<file path="src/rtl/cmos_capture_ctrl.sv">
// rtl/cmos_capture_ctrl.sv - CMOS sensor capture controller
// Packs 8-bit sensor bytes into RGB565 pixels and checks per-frame geometry.
module cmos_capture_ctrl #(
  parameter logic        CMOS_VSYNC_VALID = 1'b1,
  parameter logic [10:0] IMG_HDISP        = 11'd800,
  parameter logic [10:0] IMG_VDISP        = 11'd480,
  parameter logic [3:0]  FRAME_SKIP       = 4'd10
) (
  input  logic        cmos_pclk,
  input  logic        rst_n,
  input  logic        cmos_vsync,
  input  logic        cmos_href,
  input  logic [7:0]  cmos_data,
  input  logic        cap_en,
  output logic        pix_valid,
  output logic [15:0] pix_data,
  output logic        frame_start,
  output logic        frame_done,
  output logic        frame_err,
  output logic [7:0]  frame_cnt
);

  typedef enum logic [1:0] {S_IDLE, S_SKIP, S_WAIT_SOF, S_CAPTURE} state_t;

  state_t      state_q, state_d;
  logic        vs_s1_q, vs_s1_d, hs_s1_q, hs_s1_d;
  logic [7:0]  data_s1_q, data_s1_d;
  logic        vs_s2_q, vs_s2_d, hs_s2_q, hs_s2_d;
  logic        skip_done_q, skip_done_d;
  logic [3:0]  skip_cnt_q, skip_cnt_d;
  logic        phase_q, phase_d;
  logic [7:0]  hi_byte_q, hi_byte_d;
  logic        pix_valid_q, pix_valid_d;
  logic [15:0] pix_data_q, pix_data_d;
  logic [10:0] pix_cnt_q, pix_cnt_d;
  logic [10:0] line_cnt_q, line_cnt_d;
  logic        line_err_q, line_err_d;
  logic        frame_start_q, frame_start_d;
  logic        frame_done_q, frame_done_d;
  logic        frame_err_q, frame_err_d;
  logic [7:0]  frame_cnt_q, frame_cnt_d;

  logic        vs_valid, vs_valid_dly, sof_evt, eof_evt, href_rise, href_fall;
  logic        line_err_next;
  logic [10:0] line_cnt_next;

  // The delayed copy stores the raw pin level so both normalise identically out of reset.
  assign vs_valid     = CMOS_VSYNC_VALID ? vs_s1_q : ~vs_s1_q;
  assign vs_valid_dly = CMOS_VSYNC_VALID ? vs_s2_q : ~vs_s2_q;
  assign sof_evt      = vs_valid & ~vs_valid_dly;
  assign eof_evt      = ~vs_valid & vs_valid_dly;
  assign href_rise    = hs_s1_q & ~hs_s2_q;
  assign href_fall    = ~hs_s1_q & hs_s2_q;

  always_comb begin
    state_d       = state_q;
    vs_s1_d       = cmos_vsync;
    hs_s1_d       = cmos_href;
    data_s1_d     = cmos_data;
    vs_s2_d       = vs_s1_q;
    hs_s2_d       = hs_s1_q;
    skip_done_d   = skip_done_q;
    skip_cnt_d    = skip_cnt_q;
    phase_d       = phase_q;
    hi_byte_d     = hi_byte_q;
    pix_valid_d   = 1'b0;
    pix_data_d    = pix_data_q;
    pix_cnt_d     = pix_cnt_q;
    line_cnt_d    = line_cnt_q;
    line_err_d    = line_err_q;
    frame_start_d = 1'b0;
    frame_done_d  = 1'b0;
    frame_err_d   = 1'b0;
    frame_cnt_d   = frame_cnt_q;
    line_err_next = line_err_q;
    line_cnt_next = line_cnt_q;

    case (state_q)
      S_IDLE: begin
        if (cap_en) begin
          if (!skip_done_q && FRAME_SKIP != 4'd0) begin
            state_d = S_SKIP;
          end else begin
            state_d     = S_WAIT_SOF;
            skip_done_d = 1'b1;
          end
        end
      end
      S_SKIP: begin
        if (!cap_en) begin
          state_d    = S_IDLE;
          skip_cnt_d = 4'd0;
        end else if (eof_evt) begin
          if (skip_cnt_q == FRAME_SKIP - 4'd1) begin
            skip_done_d = 1'b1;
            skip_cnt_d  = 4'd0;
            state_d     = S_WAIT_SOF;
          end else begin
            skip_cnt_d = skip_cnt_q + 4'd1;
          end
        end
      end
      S_WAIT_SOF: begin
        if (!cap_en) begin
          state_d = S_IDLE;
        end else if (sof_evt) begin
          state_d       = S_CAPTURE;
          frame_start_d = 1'b1;
          pix_cnt_d     = 11'd0;
          line_cnt_d    = 11'd0;
          line_err_d    = 1'b0;
          phase_d       = 1'b0;
        end
      end
      S_CAPTURE: begin
        if (href_rise) begin
          pix_cnt_d = 11'd0;
        end
        if (hs_s1_q) begin
          if (!phase_q) begin
            hi_byte_d = data_s1_q;
            phase_d   = 1'b1;
          end else begin
            pix_data_d  = {hi_byte_q, data_s1_q};
            pix_valid_d = 1'b1;
            phase_d     = 1'b0;
            if (pix_cnt_q != 11'h7FF) begin
              pix_cnt_d = pix_cnt_q + 11'd1;
            end
          end
        end else begin
          phase_d = 1'b0;
        end
        if (href_fall) begin
          if (pix_cnt_q != IMG_HDISP || phase_q) begin
            line_err_next = 1'b1;
          end
          if (line_cnt_q != 11'h7FF) begin
            line_cnt_next = line_cnt_q + 11'd1;
          end
        end
        line_err_d = line_err_next;
        line_cnt_d = line_cnt_next;
        // A line closing on the same cycle as end-of-frame still counts toward the verdict.
        if (eof_evt) begin
          frame_done_d = 1'b1;
          frame_err_d  = line_err_next || (line_cnt_next != IMG_VDISP);
          frame_cnt_d  = frame_cnt_q + 8'd1;
          line_err_d   = 1'b0;
          line_cnt_d   = 11'd0;
          pix_cnt_d    = 11'd0;
          phase_d      = 1'b0;
          state_d      = cap_en ? S_WAIT_SOF : S_IDLE;
        end
      end
      default: state_d = S_IDLE;
    endcase
  end

  always_ff @(posedge cmos_pclk or negedge rst_n) begin
    if (!rst_n) begin
      state_q       <= S_IDLE;
      vs_s1_q       <= 1'b0;
      hs_s1_q       <= 1'b0;
      data_s1_q     <= 8'd0;
      vs_s2_q       <= 1'b0;
      hs_s2_q       <= 1'b0;
      skip_done_q   <= 1'b0;
      skip_cnt_q    <= 4'd0;
      phase_q       <= 1'b0;
      hi_byte_q     <= 8'd0;
      pix_valid_q   <= 1'b0;
      pix_data_q    <= 16'h0000;
      pix_cnt_q     <= 11'd0;
      line_cnt_q    <= 11'd0;
      line_err_q    <= 1'b0;
      frame_start_q <= 1'b0;
      frame_done_q  <= 1'b0;
      frame_err_q   <= 1'b0;
      frame_cnt_q   <= 8'd0;
    end else begin
      state_q       <= state_d;
      vs_s1_q       <= vs_s1_d;
      hs_s1_q       <= hs_s1_d;
      data_s1_q     <= data_s1_d;
      vs_s2_q       <= vs_s2_d;
      hs_s2_q       <= hs_s2_d;
      skip_done_q   <= skip_done_d;
      skip_cnt_q    <= skip_cnt_d;
      phase_q       <= phase_d;
      hi_byte_q     <= hi_byte_d;
      pix_valid_q   <= pix_valid_d;
      pix_data_q    <= pix_data_d;
      pix_cnt_q     <= pix_cnt_d;
      line_cnt_q    <= line_cnt_d;
      line_err_q    <= line_err_d;
      frame_start_q <= frame_start_d;
      frame_done_q  <= frame_done_d;
      frame_err_q   <= frame_err_d;
      frame_cnt_q   <= frame_cnt_d;
    end
  end

  assign pix_valid   = pix_valid_q;
  assign pix_data    = pix_data_q;
  assign frame_start = frame_start_q;
  assign frame_done  = frame_done_q;
  assign frame_err   = frame_err_q;
  assign frame_cnt   = frame_cnt_q;

endmodule
</file>
<file path="config.mk">
export PLATFORM = sky130hd
export DESIGN_NAME = cmos_capture_ctrl
export DESIGN_NICKNAME = d
export VERILOG_FILES = /design/src/rtl/cmos_capture_ctrl.sv
export SDC_FILE = /design/constraint.sdc
export NUM_CORES = 1
export LEC_CHECK = 0
export BUFFER_PORTS_ARGS = -buffer_cell sky130_fd_sc_hd__buf_2
export CAP_MARGIN = 15
export CORE_MARGIN = 2
export CORE_UTILIZATION = 35
export DETAILED_ROUTE_END_ITERATION = 7
export PLACE_DENSITY = 0.51
export SLEW_MARGIN = 15
export SYNTH_ARGS = -nofsm -noshare
export SYNTH_HDL_FRONTEND = slang
export SYNTH_SLANG_ARGS = --single-unit
export TNS_END_PERCENT = 30
</file>
<file path="constraint.sdc">
create_clock -name cmos_pclk -period 3.61 [get_ports cmos_pclk]
set_input_delay 0.722 -clock cmos_pclk [delete_from_list [all_inputs] [get_ports cmos_pclk]]
set_output_delay 0.722 -clock cmos_pclk [all_outputs]
set_load 0.05 [all_outputs]
</file>
# --- After elaboration in Yosys (flattened, before gate mapping) ---
# Cells that the tools add are included.
# W data, S select, Z words.
totals:
  latchBits: 0
  mem_bits_ro: 0
  ramBits: 0
  n_memories: 0
  reg_bits: 79
  elab_cells: 116
  input_bits: 13
  output_inout_bits: 28
op_classes:
  div: 0
  shift: 0
  eq_ne: 19
  add_sub_neg: 4
  muxes: 53
  n_reduce_logical: 12
  mul: 0
  n_bitwise: 9
  n_lt_le_gt_ge: 0
ops:
  columns: ["cell", "count"]
  rows:
  - ["$mux W11", 11]
  - ["$pmux W11 S2", 2]
  - ["$mux W1", 24]
  - ["$add A11 B1 Y11 const B", 2]
  - ["$ne A11 B11 Y1 const B", 2]
  - ["$mux W2", 9]
  - ["$ne A2 B2 Y1 const B", 7]
  - ["$mux W4", 3]
  - ["$ne A11 B10 Y1 const B", 1]
  - ["$ne A11 B9 Y1 const B", 1]
  - ["$reduce_and A5 Y1", 2]
  - ["$ne A3 B3 Y1 const B", 3]
  - ["$reduce_and A3 Y1", 3]
  - ["$add A8 B1 Y8 const B", 1]
  - ["$pmux W2 S4", 1]
  - ["$pmux W1 S2", 3]
  - ["$not A1 Y1", 5]
  - ["$add A4 B1 Y4 const B", 1]
  - ["$and A1 B1 Y1", 4]
  - ["$eq A2 B2 Y1 const B", 2]
  - ["$eq A4 B4 Y1 const B", 1]
  - ["$reduce_and A2 Y1", 2]
  - ["$reduce_bool A2 Y1", 2]
  - ["$eq A2 B1 Y1 const B", 1]
  - ["3 further kinds", 4]

# --- Depth between registers and ports, before layout ---
# Gate-level depths: netlist of run 1.
depth:
  ltp_word: 8
  mapped_depth: 8
  ltp_nobuf: 8

# --- Worst setup path before layout of run 1 ---
# No wires, ideal clock.
synth_path:
  path_kind: "reg2reg"
  from: "register line_cnt_q[0]"
  to: "register frame_err_q, in the netlist frame_err"
  n_path_buf: 0
  period_less_slack_ns: 2.179
  t_required_ns: 3.479
  slack_ns: 1.431
  setup_time_ns: 0.131
  t_arrival_ns: 2.048
  stages_incl_launch_ff: 8
  cell_sequence: "dfrtp_1 -> ha_1 -> nand4b_4 -> or4_4 -> xnor2_2 -> nand4_1 -> a2111oi_2 -> a21boi_1"
synth_via:
  elab_chain_cells: 8
  word_cells_on_any_way: 9
  classes_between: "add/sub (1); eq/ne (2); mux (5); reduce/logical (1)"
synth_lines:
  columns: ["item", "line", "source"]
  rows:
  - ["from (decl)", "36", "logic [10:0] line_cnt_q, line_cnt_d;"]
  - ["from (signal assigned)", "195", "line_cnt_q <= line_cnt_d;"]
  - ["$add A11 B1 Y11 / $ne A11 B11 Y1 (equally long branches)", "139, 138", null]
  - ["$mux W11", "138", "if (line_cnt_q != 11'h7FF) begin"]
  - ["$mux W11 (*)", "134", "if (href_fall) begin"]
  - ["$mux W11 (*)", "78", "case (state_q)"]
  - ["$ne A11 B9 Y1 (*)", "147", "frame_err_d = line_err_next || (line_cnt_next != IMG_VDISP);"]
  - ["$logic_or A1 B1 Y1 (*)", "147", null]
  - ["$mux W1 (*)", "145", "if (eof_evt) begin"]
  - ["$mux W1 (*)", "78", null]
  - ["via frame_err_d", "40", "logic frame_err_q, frame_err_d;"]
  - ["to (signal assigned)", "199", "frame_err_q <= frame_err_d;"]
  - ["to (decl)", "40", null]
# The timed path passes the listed nets; every way through them passes the cells marked *. The select of a mux whose other input is x is not followed.
# A chain may end at the register's enable or synchronous reset.

# --- Worst setup path after layout of run 1 ---
# Same ends and word-level chain as after synthesis.

==> results of run 1 <==
==> where the power goes <==
part / leakage [nW] / internal, mW / switching, mW
combinational: 0.774 / 0.291 / 0.644
sequential: 1.04 / 1.09 / 0.187
clock: 0.104 / 0.335 / 0.362
total: 1.91 / 1.72 / 1.19
==> cell families (layout without fill, tap and decap cells) <==
kind of cell | after synthesis | after routing | share of synthesized area
simple gates | 112 | 112 | 0.168
mux | 25 | 25 | 0.0776
buf+inv | 21 | 65 | 0.0241
fa+ha+maj | 6 | 6 | 0.0207
compound gates | 78 | 78 | 0.134
flops | 79 | 79 | 0.545
xor+xnor | 12 | 12 | 0.0310
==> flip-flops by register name, indices dropped and copies added (netlist names), 2 cells and up <==
signal,count
data_s1_q,8
frame_cnt,8
hi_byte_q,8
line_cnt_q,11
pix_cnt_q,11
pix_data,16
skip_cnt_q,4
state_q,2
==> cell type report <==
class                   count  area (µm²)
inverters                   7        26.3
clock buffers               9         124
fillers                   999        6020
well taps                 136         170
clock inverters             7        86.3
flip-flops and latches     79        1980
repair buffers             42         218
multi-input cells         233        1560
==> final timing paths <==
path | start | end | cells past startpoint
min in group asynchronous | rst_n | pix_cnt_q[4] | 1
max reg2reg | line_cnt_q[0] | frame_err | 7
min reg2reg | vs_s1_q | vs_s2_q | 0
min | vs_s1_q | vs_s2_q | 0
max | line_cnt_q[0] | frame_err | 7
max in group asynchronous | rst_n | pix_data[5] | 1
==> worst max-delay path, cell delays in order, from the launching register on <==
cell       delay [ns]
dfrtp_1          0.43
ha_1             0.34
nand4b_4         0.18
or4_4            0.57
xnor2_2          0.13
nand4_1          0.15
a2111oi_2        0.36
a21boi_1         0.10
==> layer usage <==
layer,track usage,up-vias
li1,-,1297
met1,0.197,1283
met2,0.226,59
met3,0.0519,5
met4,0.0395,0
met5,0,-
==> cell usage in the layout, fill, tap and decap left out, types with 2 or more instances in the layout <==
master,count
o21ai_0,37
inv_1,7
nor4b_1,2
nand4_1,11
clkbuf_8,9
xor2_1,4
nand2_1,34
nand2b_1,5
and4_1,2
nor4_1,2
inv_8,2
a31oi_1,4
and2_1,2
nor3_1,3
o31ai_1,6
a32o_1,2
dfrtp_1,79
a211oi_1,2
mux2_2,25
nand4b_1,2
nor2_1,16
a32oi_1,2
buf_4,3
a21oi_1,10
and3_1,5
buf_2,39
nand3_1,15
nor2b_1,4
nand3b_1,2
ha_1,6
xnor2_1,7
inv_6,2
==> through the flow <==
stage               cells  power, mW  hold WS [ns]
floorplan             333       1.99         0.388
global placement      497       2.23         0.401
detailed placement    497       2.24         0.416
CTS                   513       2.95         0.437
global route          513       3.10         0.420
finish                513       2.91         0.435
==> run summary, run 1 <==
outcome - finished clean
Final Instance Area - 4170 µm²
fin util - 0.409
n_diodes - 0
Setup Fix Bufs, Post-CTS - 0
dpl hpwl - 4970 µm
syn nets - 352
metal2 WL - 3530 µm
CTS clock-pin slew for the worst setup and hold paths - 0.10 ns
Die Width - 106 µm
Post-synth EDFFs - 0
top cells by count, synth - dfrtp_1 (79), o21ai_0 (37), nand2_1 (34), mux2_2 (25), nor2_1 (16)
crit path launch type - flip-flop
hold buffers post-CTS - 0
top-area cell type share of the netlist area - 0.545
Hold Violations, Final - 0
CTS Buffer Depth - 2
Fmax - 0.420 GHz
post-route ant nets - 0
top post-synthesis cells by area - dfrtp_1 (54%), mux2_2 (7.8%), o21ai_0 (5.1%)
Max VDD drop - 0.414 mV
Initial Util - 0.356
skew final - 0.0121 ns
largest area contributor in the netlist - dfrtp_1
Die ar. - 11200 µm²
final period utilization - 0.659
synth unique cells - 53
Net count, final - 391
die height - 106 µm
first-pass GRT wire length - 13000 µm
area grow syn2layout - 14.8%
DR top layer - met4
num rows - 37
RD Place Congestion - 0.813
setup TNS - 0 ns
initial antenna violation count - 0
synthesized cell area - 3630 µm²
clk_lat worst skew - 0.36 ns
DR DRC count - 0
Slew @ Worst Pin - 1.01 ns
Tmin final - 2.38 ns
post_cts resized - 0
number of H-tree levels - 3
vias after detailed routing - 2644
final WL - 7440 µm
#FFs+latches synth - 79
router iterations before antenna repair - 4
CP endpoint kind - flip-flop
Power Density - 699 nW/µm²
maxcap violations - 0
root buffer cell - clkbuf_8
Worst EP required - 3.85 ns
layout cells sized above 1 - 0.239
max-slew violation count - 0
Final setup viols - 0
unrepaired setup endpoints after global routing - false
CTS Buf Count - 9
DR WL/cell - 14.5 µm
number of port buffers - 40
met1 wire length - 3430 µm
vias in the first global route - 2576
register area share after synthesis - 0.545
P_leak - 1.91 nW
reg-to-reg slack, setup - 1.23 ns
Hold WC Path Type - reg2reg
cells after synthesis - 333
grt ovf - 0
# clock sinks - 79
Worst Slack Setup Final - 1.23 ns
CTS tree - built
most common flop cell mapped by yosys - dfrtp_1
Post-synth ARST share - 1.00
placed inst area - 3960 µm²
Place WS - 1.24 ns
critical path arrival - 2.62 ns
gr usage total - 0.147
YS warnings - 0
synthesized area per cell - 10.9 µm²
1st-iter DRT viols - 177
top-count cell post-synth - dfrtp_1
routed length on met3 - 413 µm
relative slew slack - 0.328
Core ar. - 10200 µm²
largest net degree at the start of global routing - 80
vias per cell - 5.15
I/O pin count - 41
CP max FO - 7
CP Class - reg2reg
Note: power is estimated with default switching activity, not from simulation.
==> inputs of run 2 (changes only) <==
--- a/config.mk
+++ b/config.mk
@@ -10,7 +10,7 @@
 export CORE_MARGIN = 2
 export CORE_UTILIZATION = 35
 export DETAILED_ROUTE_END_ITERATION = 7
-export PLACE_DENSITY = 0.51
+export PLACE_DENSITY = 0.53
 export SLEW_MARGIN = 15
 export SYNTH_ARGS = -nofsm -noshare
 export SYNTH_HDL_FRONTEND = slang
==> constraint.sdc (replaced) <==
create_clock -name cmos_pclk -period 2 [get_ports cmos_pclk]
set_input_delay 0.4 -clock cmos_pclk [delete_from_list [all_inputs] [get_ports cmos_pclk]]
set_output_delay 0.4 -clock cmos_pclk [all_outputs]
set_load 0.05 [all_outputs]
==> run summary, run 2 (synthesis results as in run 1) <==
Hold Violations, Final - 0
Post-Layout Cell Count - 543
RD Place Congestion - 0.826
grt ovf - 0
Worst Path Buf+Inv - 0
initial antenna violation count - 0
CTS clock-pin slew for the worst setup and hold paths - 0.09 ns
CTS Buffer Depth - 2
placed inst area - 4210 µm²
1st-iter DRT viols - 144
skew final - 0.0137 ns
Max VDD drop - 0.577 mV
outcome - finished clean
Worst EP required - 2.23 ns
maxcap violations - 0
Core ar. - 10200 µm²
relative slew slack - 0.719
CTS Buf Count - 9
area grow syn2layout - 22.3%
Flop pwr share - 0.427
vias per cell - 5.09
number of H-tree levels - 3
fin util - 0.436
Final Instance Area - 4440 µm²
unrepaired setup endpoints after global routing - true
switch share - 0.406
number of port buffers - 40
Initial Util - 0.356
crit path launch type - flip-flop
DR DRC count - 0
Die ar. - 11200 µm²
Power Density - 1220 nW/µm²
CP endpoint kind - flip-flop
critical path's slowest cell - or4_4
Place WS - 0.0127 ns
Hold WC Path Type - in2reg
Internal Pwr Total - 3.21 mW
Fmax - 0.508 GHz
clk_lat worst skew - 0.35 ns
I/O pin count - 41
die height - 106 µm
Comb pwr share - 0.345
gr usage total - 0.154
critical path arrival - 2.20 ns
GRT Max-Usage Layer - met2
CP Class - reg2reg
final period utilization - 0.984
Largest register FFs - 16
CP max FO - 3
met1 GRT Util - 0.206
leading cell type in the layout, fill and taps excluded - dfrtp_1
filler cell count - 989
met3 Track Usage GR - 0.0421
GR Util met2 - 0.236
layout cells sized above 1 - 0.302
first-pass GRT wire length - 13700 µm
root buffer cell - clkbuf_8
CP top delay family - simple AND/OR/NAND/NOR gates
DR WL/cell - 14.4 µm
Placed Instances - 526
vias in the first global route - 2813
vias after detailed routing - 2765
setup TNS - 0 ns
router iterations before antenna repair - 4
# clock sinks - 79
crit-path cells - ha_4 > nand4b_4 > or4_4 > xnor2_2 > nand4_1 > a2111oi_2 > a21boi_1
dpl hpwl - 5630 µm
CTS tree - built
n_diodes - 0
most frequent cells in the layout - dfrtp_1 (78), buf_2 (39), o21ai_0 (36)
max-slew violation count - 0
Clk pwr share - 0.228
Worst Slack Setup Final - 0.0330 ns
final WL - 7800 µm
post-route ant nets - 0
P_leak - 2.07 nW
Net count, final - 421
num rows - 37
Tmin final - 1.97 ns
Worst path max stage delay - 0.58 ns
Die Width - 106 µm
largest net degree at the start of global routing - 28
Final setup viols - 0
Slew @ Worst Pin - 0.417 ns
switching power total - 2.19 mW
-- run 2: area by class of cell --
type | instances | area (µm²) | share of cell area
flip-flops and latches | 79 | 1980 | 0.446
multi-input cells | 233 | 1590 | 0.358
repair buffers | 72 | 470 | 0.106
well taps | 136 | 170 | 0.0384
clock buffers | 9 | 124 | 0.0279
clock inverters | 7 | 80.1 | 0.0180
inverters | 7 | 26.3 | 0.00592
-- run 2: through the flow --
stage	hold slack, ns	total power, mW
6_report	0.143	5.40
4_1_cts	0.128	5.45
3_3_place_gp	0.354	4.16
5_1_grt	0.113	5.73
3_5_place_dp	0.363	4.20
2_1_floorplan	0.104	3.60
-- run 2: what timing repair did --
item                       CTS  global route
setup buffers                0             0
hold buffers                 1             0
setup endpoints to repair    0             5
gates resized for setup      0             3
hold endpoints to repair    24             0
-- run 2: power by group through the flow --
stage / registers (mW) / clock network, mW / logic, mW
finish: 2.30 / 1.23 / 1.86
CTS: 2.30 / 1.28 / 1.87
global route: 2.37 / 1.35 / 2.02
floorplan: 2.87 / 0 / 0.728
detailed placement: 2.33 / 0 / 1.87
global placement: 2.32 / 0 / 1.85
-- run 2: worst paths after layout --
path,start,endpoint,slack [ns],depth (start not counted)
worst max register to register,line_cnt_q[1],frame_err,0.03,7
worst min register to register,vs_s1_q,vs_s2_q,0.43,0
worst min-delay path,cmos_data[4],data_s1_q[4],0.14,1
max in group asynchronous,rst_n,pix_valid,0.94,3
min in group asynchronous,rst_n,line_cnt_q[7],0.51,2
worst max-delay path,line_cnt_q[1],frame_err,0.03,7
-- run 2: layer usage --
metal / part of all wire / vias up
li1: - / 1349
met1: 0.47 / 1356
met2: 0.47 / 47
met3: 0.034 / 13
met4: 0.020 / 0
met5: 0 / -
